==> src/rtl/rom_loader_pkg.sv <==
// Shared types and helpers for the ROM image loader: FSM state enum and
// the file-extension decoder that maps a two-character extension to a page.
package rom_loader_pkg;

  // 16 KB segments.
  localparam int unsigned SEG_BITS = 14;

  typedef enum logic [1:0] {
    StIdle,
    StArm,
    StWrite
  } ldr_state_e;

  typedef enum logic [1:0] {
    ExtHex,
    ExtZero,
    ExtMalformed
  } ext_kind_e;

  localparam ext_kind_e FILE_EXT_MALFORMED = ExtMalformed;

  typedef struct packed {
    ext_kind_e  kind;
    logic       combo;
    logic [7:0] hex;
  } ext_dec_t;

  // Bit 4 flags an uppercase hex digit, bits 3:0 carry its value.
  function automatic logic [4:0] hex_char(input logic [7:0] c);
    logic [4:0] r;
    r = 5'h00;
    if (c >= 8'h30 && c <= 8'h39) begin
      r = {1'b1, c[3:0]};
    end else if (c >= 8'h41 && c <= 8'h46) begin
      r = {1'b1, c[3:0] + 4'd9};
    end
    return r;
  endfunction

  // ext[15:8] is the first character, ext[7:0] the second.
  function automatic ext_dec_t ext_decode(input logic [15:0] ext);
    ext_dec_t   d;
    logic [4:0] hi;
    logic [4:0] lo;
    hi      = hex_char(ext[15:8]);
    lo      = hex_char(ext[7:0]);
    d.kind  = FILE_EXT_MALFORMED;
    d.combo = 1'b0;
    d.hex   = {hi[3:0], lo[3:0]};
    if (hi[4] && lo[4]) begin
      d.kind = ExtHex;
    end else if (ext == 16'h5A5A) begin      // "ZZ"
      d.kind = ExtZero;
    end else if (ext == 16'h5A30) begin      // "Z0"
      d.kind  = ExtZero;
      d.combo = 1'b1;
    end
    return d;
  endfunction

endpackage

==> src/rtl/rom_image_loader_page_map.sv <==
// Populated-expansion-page bitmap: synchronous set and reset, combinational read.
module rom_page_map
  import rom_loader_pkg::*;
#(
  parameter int unsigned IDX_W = 8
) (
  input  logic             clk_i,
  input  logic             rst_i,
  input  logic             set_i,
  input  logic [IDX_W-1:0] set_idx_i,
  input  logic [IDX_W-1:0] rd_idx_i,
  output logic             hit_o
);

  logic [(1 << IDX_W)-1:0] map_q;

  // Bits are only ever set; the whole map clears on system reset.
  always_ff @(posedge clk_i) begin
    if (rst_i) begin
      map_q <= '0;
    end else if (set_i) begin
      map_q[set_idx_i] <= 1'b1;
    end
  end

  assign hit_o = map_q[rd_idx_i];

endmodule

==> src/rtl/rom_image_loader.sv <==
// ROM image loader: streams HPS ioctl bytes into SDRAM, one ce_ref-long write
// per target bank, holding ioctl_wait for the whole byte.
// Optional feature macro: ROMLDR_CSUM_EN (running byte checksum on csum).
module rom_image_loader
  import rom_loader_pkg::*;
#(
  parameter int unsigned ADDR_W            = 23,
  parameter int unsigned BANKS             = 2,
  parameter int unsigned SYS_SEGS          = 8,
  parameter int unsigned SYS_SEGS_PER_BANK = 4,
  localparam int unsigned PAGE_W           = ADDR_W - SEG_BITS,
  localparam int unsigned BANK_W           = (BANKS > 1) ? $clog2(BANKS) : 1,
  parameter logic [SYS_SEGS_PER_BANK*PAGE_W-1:0] SYS_PAGE_MAP =
      {9'h1ff, 9'h107, 9'h100, 9'h000},
  parameter logic [PAGE_W-1:0] BAD_PAGE    = 9'h1EE,
  parameter logic [PAGE_W-1:0] COMBO_PAGE  = 9'h1FF
) (
  input  logic              clk_sys,
  input  logic              reset,
  input  logic              ce_ref,
  input  logic              ioctl_download,
  input  logic              ioctl_wr,
  input  logic [24:0]       ioctl_addr,
  input  logic [7:0]        ioctl_dout,
  input  logic [7:0]        ioctl_index,
  input  logic [31:0]       ioctl_file_ext,
  output logic              ioctl_wait,
  output logic              mem_wr,
  output logic [ADDR_W-1:0] mem_addr,
  output logic [BANK_W-1:0] mem_bank,
  output logic [7:0]        mem_dout,
  output logic              busy,
  input  logic [PAGE_W-2:0] map_page,
  output logic              map_hit,
  output logic [7:0]        csum
);

  localparam int unsigned LOW_W     = PAGE_W - 1;
  localparam int unsigned SYS_IDX_W = (SYS_SEGS_PER_BANK > 1) ? $clog2(SYS_SEGS_PER_BANK) : 1;

  ldr_state_e        state_q;
  logic              dl_q;
  logic              wait_q;
  logic              wr_q;
  logic [ADDR_W-1:0] addr_q;
  logic [BANK_W-1:0] bank_q;
  logic [BANK_W-1:0] last_bank_q;
  logic [7:0]        data_q;
  logic [PAGE_W-1:0] page_q;
  logic              combo_q;
  logic              exp_q;

  logic              dl_start;
  ext_dec_t          dec;
  logic [PAGE_W-1:0] start_page;
  logic              is_exp;
  logic [31:0]       seg_w;
  logic              sys_ok;
  logic [PAGE_W-1:0] sys_page;
  logic [BANK_W-1:0] sys_bank;
  logic [LOW_W-1:0]  exp_low;
  logic [ADDR_W-1:0] exp_addr;
  logic [ADDR_W-1:0] sys_addr;
  logic              rep;
  logic [BANK_W-1:0] single_bank;
  logic              byte_done;
  logic              map_set;
  logic              unused_ext;

  logic [PAGE_W-1:0] sys_map [SYS_SEGS_PER_BANK];
  for (genvar g = 0; g < SYS_SEGS_PER_BANK; g++) begin : g_sys_map
    assign sys_map[g] = SYS_PAGE_MAP[g*PAGE_W +: PAGE_W];
  end

  assign unused_ext = ^ioctl_file_ext[31:16];
  assign dl_start   = ioctl_download & ~dl_q;
  assign dec        = ext_decode(ioctl_file_ext[15:0]);
  assign is_exp     = (ioctl_index != 8'd0);

  // System image: segment picks page via the map and bank by segment group.
  assign seg_w    = 32'(ioctl_addr[24:14]);
  assign sys_ok   = (seg_w < SYS_SEGS);
  assign sys_page = sys_map[SYS_IDX_W'(seg_w % SYS_SEGS_PER_BANK)];
  assign sys_bank = BANK_W'(seg_w / SYS_SEGS_PER_BANK);
  assign sys_addr = {sys_page, ioctl_addr[SEG_BITS-1:0]};

  // Expansion image: page offset wraps inside the low bits, MSB is kept.
  assign exp_low     = page_q[LOW_W-1:0] + LOW_W'(ioctl_addr[21:14]);
  assign exp_addr    = {page_q[PAGE_W-1], exp_low, ioctl_addr[SEG_BITS-1:0]};
  assign rep         = (|ioctl_index[5:0]) | (ioctl_index[7:6] == 2'b01);
  assign single_bank = BANK_W'(ioctl_index[7] & ioctl_index[6]);

  // Page selected by the file extension at download start.
  always_comb begin
    start_page = BAD_PAGE;
    case (dec.kind)
      ExtHex:  start_page = {1'b1, LOW_W'(dec.hex)};
      ExtZero: start_page = '0;
      default: start_page = BAD_PAGE;
    endcase
  end

  assign byte_done = (state_q == StWrite) & ce_ref & (bank_q == last_bank_q);
  assign map_set   = byte_done & exp_q & page_q[PAGE_W-1];

  // Loader FSM: latch byte in IDLE, one ARM/WRITE pair per target bank.
  always_ff @(posedge clk_sys) begin
    if (reset) begin
      state_q     <= StIdle;
      dl_q        <= 1'b0;
      wait_q      <= 1'b0;
      wr_q        <= 1'b0;
      addr_q      <= '0;
      bank_q      <= '0;
      last_bank_q <= '0;
      data_q      <= 8'h00;
      page_q      <= '0;
      combo_q     <= 1'b0;
      exp_q       <= 1'b0;
    end else begin
      dl_q <= ioctl_download;
      if (dl_start) begin
        combo_q <= 1'b0;
        if (is_exp) begin
          page_q  <= start_page;
          combo_q <= dec.combo;
        end
      end
      unique case (state_q)
        StIdle: begin
          if (ioctl_wr && ioctl_download && (is_exp || sys_ok)) begin
            addr_q      <= is_exp ? exp_addr : sys_addr;
            bank_q      <= is_exp ? (rep ? '0 : single_bank) : sys_bank;
            last_bank_q <= is_exp ? (rep ? BANK_W'(BANKS - 1) : single_bank) : sys_bank;
            data_q      <= ioctl_dout;
            exp_q       <= is_exp;
            wait_q      <= 1'b1;
            state_q     <= StArm;
          end
        end
        StArm: begin
          if (ce_ref) begin
            wr_q    <= 1'b1;
            state_q <= StWrite;
          end
        end
        StWrite: begin
          if (ce_ref) begin
            wr_q <= 1'b0;
            if (bank_q != last_bank_q) begin
              bank_q  <= bank_q + 1'b1;
              state_q <= StArm;
            end else begin
              wait_q  <= 1'b0;
              state_q <= StIdle;
              // Combo image: after the first 16 KB switch to the combo page.
              if (exp_q && combo_q && (addr_q[SEG_BITS-1:0] == '1)) begin
                page_q  <= COMBO_PAGE;
                combo_q <= 1'b0;
              end
            end
          end
        end
        default: state_q <= StIdle;
      endcase
    end
  end

  rom_page_map #(
    .IDX_W (PAGE_W - 1)
  ) u_page_map (
    .clk_i     (clk_sys),
    .rst_i     (reset),
    .set_i     (map_set),
    .set_idx_i (page_q[PAGE_W-2:0]),
    .rd_idx_i  (map_page),
    .hit_o     (map_hit)
  );

`ifdef ROMLDR_CSUM_EN
  logic [7:0] csum_q;

  // Each byte counted once, on the cycle its final bank write retires.
  always_ff @(posedge clk_sys) begin
    if (reset || dl_start) begin
      csum_q <= 8'h00;
    end else if (byte_done) begin
      csum_q <= csum_q + data_q;
    end
  end

  assign csum = csum_q;
`else
  assign csum = 8'h00;
`endif

  assign ioctl_wait = wait_q;
  assign mem_wr     = wr_q;
  assign mem_addr   = addr_q;
  assign mem_bank   = bank_q;
  assign mem_dout   = data_q;
  assign busy       = (state_q != StIdle);

endmodule

==> config.mk <==
export PLATFORM = sky130hd
export DESIGN_NAME = rom_image_loader
export DESIGN_NICKNAME = d
export VERILOG_FILES = /design/src/rtl/rom_loader_pkg.sv /design/src/rtl/rom_image_loader_page_map.sv /design/src/rtl/rom_image_loader.sv
export SDC_FILE = /design/constraint.sdc
export NUM_CORES = 1
export LEC_CHECK = 0
export CAP_MARGIN = 20
export CORE_MARGIN = 4
export CORE_UTILIZATION = 45
export DETAILED_ROUTE_END_ITERATION = 6
export PLACE_DENSITY = 0.65
export SKIP_LAST_GASP = 1
export SLEW_MARGIN = 20
export SYNTH_ARGS = -nofsm -noshare
export SYNTH_HDL_FRONTEND = slang
export SYNTH_SLANG_ARGS = --single-unit
==> constraint.sdc <==
create_clock -name clk_sys -period 3.2 [get_ports clk_sys]
set_input_delay 0.32 -clock clk_sys [delete_from_list [all_inputs] [get_ports clk_sys]]
set_output_delay 0.32 -clock clk_sys [all_outputs]
set_load 0.01 [all_outputs]
==> impl_metrics.yaml <==
clock_network:
  cts_tree: "built"
  cts-root-buf: "clkbuf_16"
  cts_hold_buf: 0
  clk_pin_slew_worst_paths_ps: 50
  cts_max_level: 2
  cts_sinks: 305
  cts_buffer_depth: 3
  cts_buffers: 34
  insertion_delay_ps: 510
die:
  fp.dieW_um: 178
  dieArea_um2: 31600
  row_count: 61
  ioPinCount: 130
  coreArea_um2: 28100
  initial_core_util: 0.462
  die_h_um: 178
global_route:
  groute.usage.overall: 0.226
  grt_max_degree: 97
  grt_pass1_vias: 10800
  grt_pass1_wl_um: 57700
  overflow: 0
  antenna_found_initial: 0
sta:
  finalSetupViolations: 0
  finalHoldViolations: 0
  final.period_utilization: 0.961
  clock-skew-final_ps: 14.4
  tightest_slew_ps: 698
  fmax_mhz: 325
  drv_slew: 0
  min_period_ps: 3070
  max-slew-margin-rel: 0.533
  rsz0062_at_grt: "false"
final_layout:
  layout_commonest_cell: "nor2_1"
  drive_above_1_share: 0.125
  fin_nets: 1703
  final_core_util: 0.566
  mostFrequentLayoutCells: "320 x nor2_1, 305 x dfxtp_1, 292 x a21oi_1"
  area_growth_pct: 22.7
  fin_area_um2: 15900
  diodes: 0
worst_setup_path:
  critPathSlowestCell: "or4_1"
  r2r_end: "mem_addr[20]$_SDFFE_PP0P_"
  cp-endpoint: "map_hit"
  cp.required_ps: 2880
  reg2reg_slack_ps: 730
  r2r_start: "page_q[0]$_SDFF_PP0_"
  crit_arrival_ps: 2750
  critPathCaptureType: "output pin"
  cp-start-kind: "input port"
  startpoint: "map_page[3]"
  critical_path.cell_chain: "dlygate4sd2_1 -> or3b_4 -> buf_4 -> o22ai_1 -> nor3_1 -> o41ai_2 -> nand4_1 -> or4_1 -> nor3_2 -> buf_2"
  rr_worst_depth: 10
  critPathKind: "input port to output pin"
  slowest_delay_ps: 550
  cp_max_fo: 6
logic_synthesis:
  synth-xor-area-share: 0.00743
  syn_inst: 1489
  synthArstFlopShare: 0
  synth_edf_count: 0
  ys_seq_area_frac: 0.471
  synthMuxAreaShare: 0.117
  synth_top_family_by_area: "compound AO/OA/AOI/OAI gates"
  synth-compound-area-share: 0.171
  ys.flop_type: "dfxtp_1"
  synthAdderAreaFrac: 0.0179
  yosysWarnings: 0
  syn_area_um2: 13000
  synth-seq-cells: 305
  synth.distinct_cells: 66
  synth-simple-area-share: 0.169
  syn_avg_cell_area_um2: 8.71
place:
  dpl_cell_area_um2: 14700
  io_buffers: 105
  dp.final_hpwl_um: 23900
  gp_congestion: 0.891
pwr:
  p_total_mw: 8.49
  total_leakage_power_nw: 6.03
  ir_worst_vdd_uv: 343
  power_density_nw_per_um2: 534
drt:
  wirelength_um: 36000
  vias_per_cell: 5.57
  drtIter0Drc: 989
  drtPass1Iterations: 5
  vias: 11200
  ant_nets: 0
  wl_per_cell_um: 18.0
  drc: 0
hold_path:
  hp-class: "input port to register"
flow_run:
  maxCapViolations: 0
run_status:
  outcome: "finished clean"
[registers in the layout (all words and copies together) (netlist names)]
register / flops
combo_q: 1
mem_wr: 1
page_q: 9
state_q: 2
ioctl_wait: 1
mem_bank: 1
mem_dout: 8
exp_q: 1
u_page_map.map_q: 256
last_bank_q: 1
dl_q: 1
mem_addr: 23
[metal layers]
| layer | wire length (µm) | track usage | vias to the layer above |
|---|---|---|---|
| li1 | - | - | 5407 |
| met1 | 16800 | 0.316 | 5400 |
| met2 | 16800 | 0.367 | 284 |
| met3 | 1720 | 0.0337 | 60 |
| met4 | 707 | 0.0622 | 0 |
| met5 | 0 | 0 | - |
[cell usage after synthesis (15+ instances only)]
master / number / area share
inv_1: 20 / 0.0058
ha_1: 17 / 0.016
o21ai_0: 23 / 0.0089
clkbuf_1: 86 / 0.025
nor2b_1: 15 / 0.0072
mux2i_1: 64 / 0.049
o22ai_1: 17 / 0.0082
a31oi_1: 16 / 0.0077
nor3_1: 37 / 0.014
nand2_1: 74 / 0.021
nor2_1: 320 / 0.093
mux4_2: 36 / 0.063
dfxtp_1: 305 / 0.47
a21oi_1: 293 / 0.11
buf_2: 15 / 0.0058
[through the flow]
step	std cells	setup TNS, ps	hold WS [ps]	setup WS, ps
floorplan	1496	0	429	556
global placement	1940	-528	441	-528
detailed placement	1940	-556	449	-556
CTS	2003	0	360	138
global route	2003	0	375	29.6
finish	2003	0	371	126
[worst max-delay path: cells and delay by family]
kind	cells	cell delay, ps
buffers and inverters	3	660
and+or+nand+nor	5	1440
AOI/OAI and AO/OA	2	330
[cells by family after synthesis]
logic type	after synthesis
xor gates and xnor gates	11
other	1
adders and majority gates	18
and+or+nand+nor	509
buffers and inverters	139
AOI/OAI and AO/OA	400
muxes	106
DFF	305
[worst min path at each step]
stage,cells past startpoint,from,end
3_3_place_gp,2,u_page_map.map_q[249]$_SDFFE_PP0P_,u_page_map.map_q[249]$_SDFFE_PP0P_
2_1_floorplan,2,u_page_map.map_q[241]$_SDFFE_PP0P_,u_page_map.map_q[241]$_SDFFE_PP0P_
5_1_grt,3,ioctl_addr[3],mem_addr[3]$_SDFFE_PP0P_
3_5_place_dp,2,mem_dout[7]$_SDFFE_PP0P_,mem_dout[7]$_SDFFE_PP0P_
4_1_cts,3,ioctl_dout[5],mem_dout[5]$_SDFFE_PP0P_
6_report,3,ioctl_dout[5],mem_dout[5]$_SDFFE_PP0P_
[what timing repair did]
item,4_1_cts,5_1_grt
hold endpoints to repair,0,0
gates resized for setup,7,0
buffers inserted,1,0
setup endpoints to repair,1,0
[where the power goes]
part	switching, mW	leakage, nW	total (mW)	internal, mW
Clock	1.54	0.568	3.97	2.43
Combinational	0.351	3.00	0.646	0.294
Sequential	0.0373	2.46	3.87	3.83
[area by class of cell]
| cell class | count | area (µm²) |
|---|---|---|
| multi-input cells | 1052 | 6340 |
| well taps | 378 | 473 |
| fillers | 2549 | 12200 |
| inverters | 20 | 75.1 |
| clock inverters | 11 | 155 |
| repair buffers | 186 | 1750 |
| flip-flops and latches | 305 | 6110 |
| clock buffers | 51 | 1000 |
No activity file was read; power rests on OpenSTA's default activity.
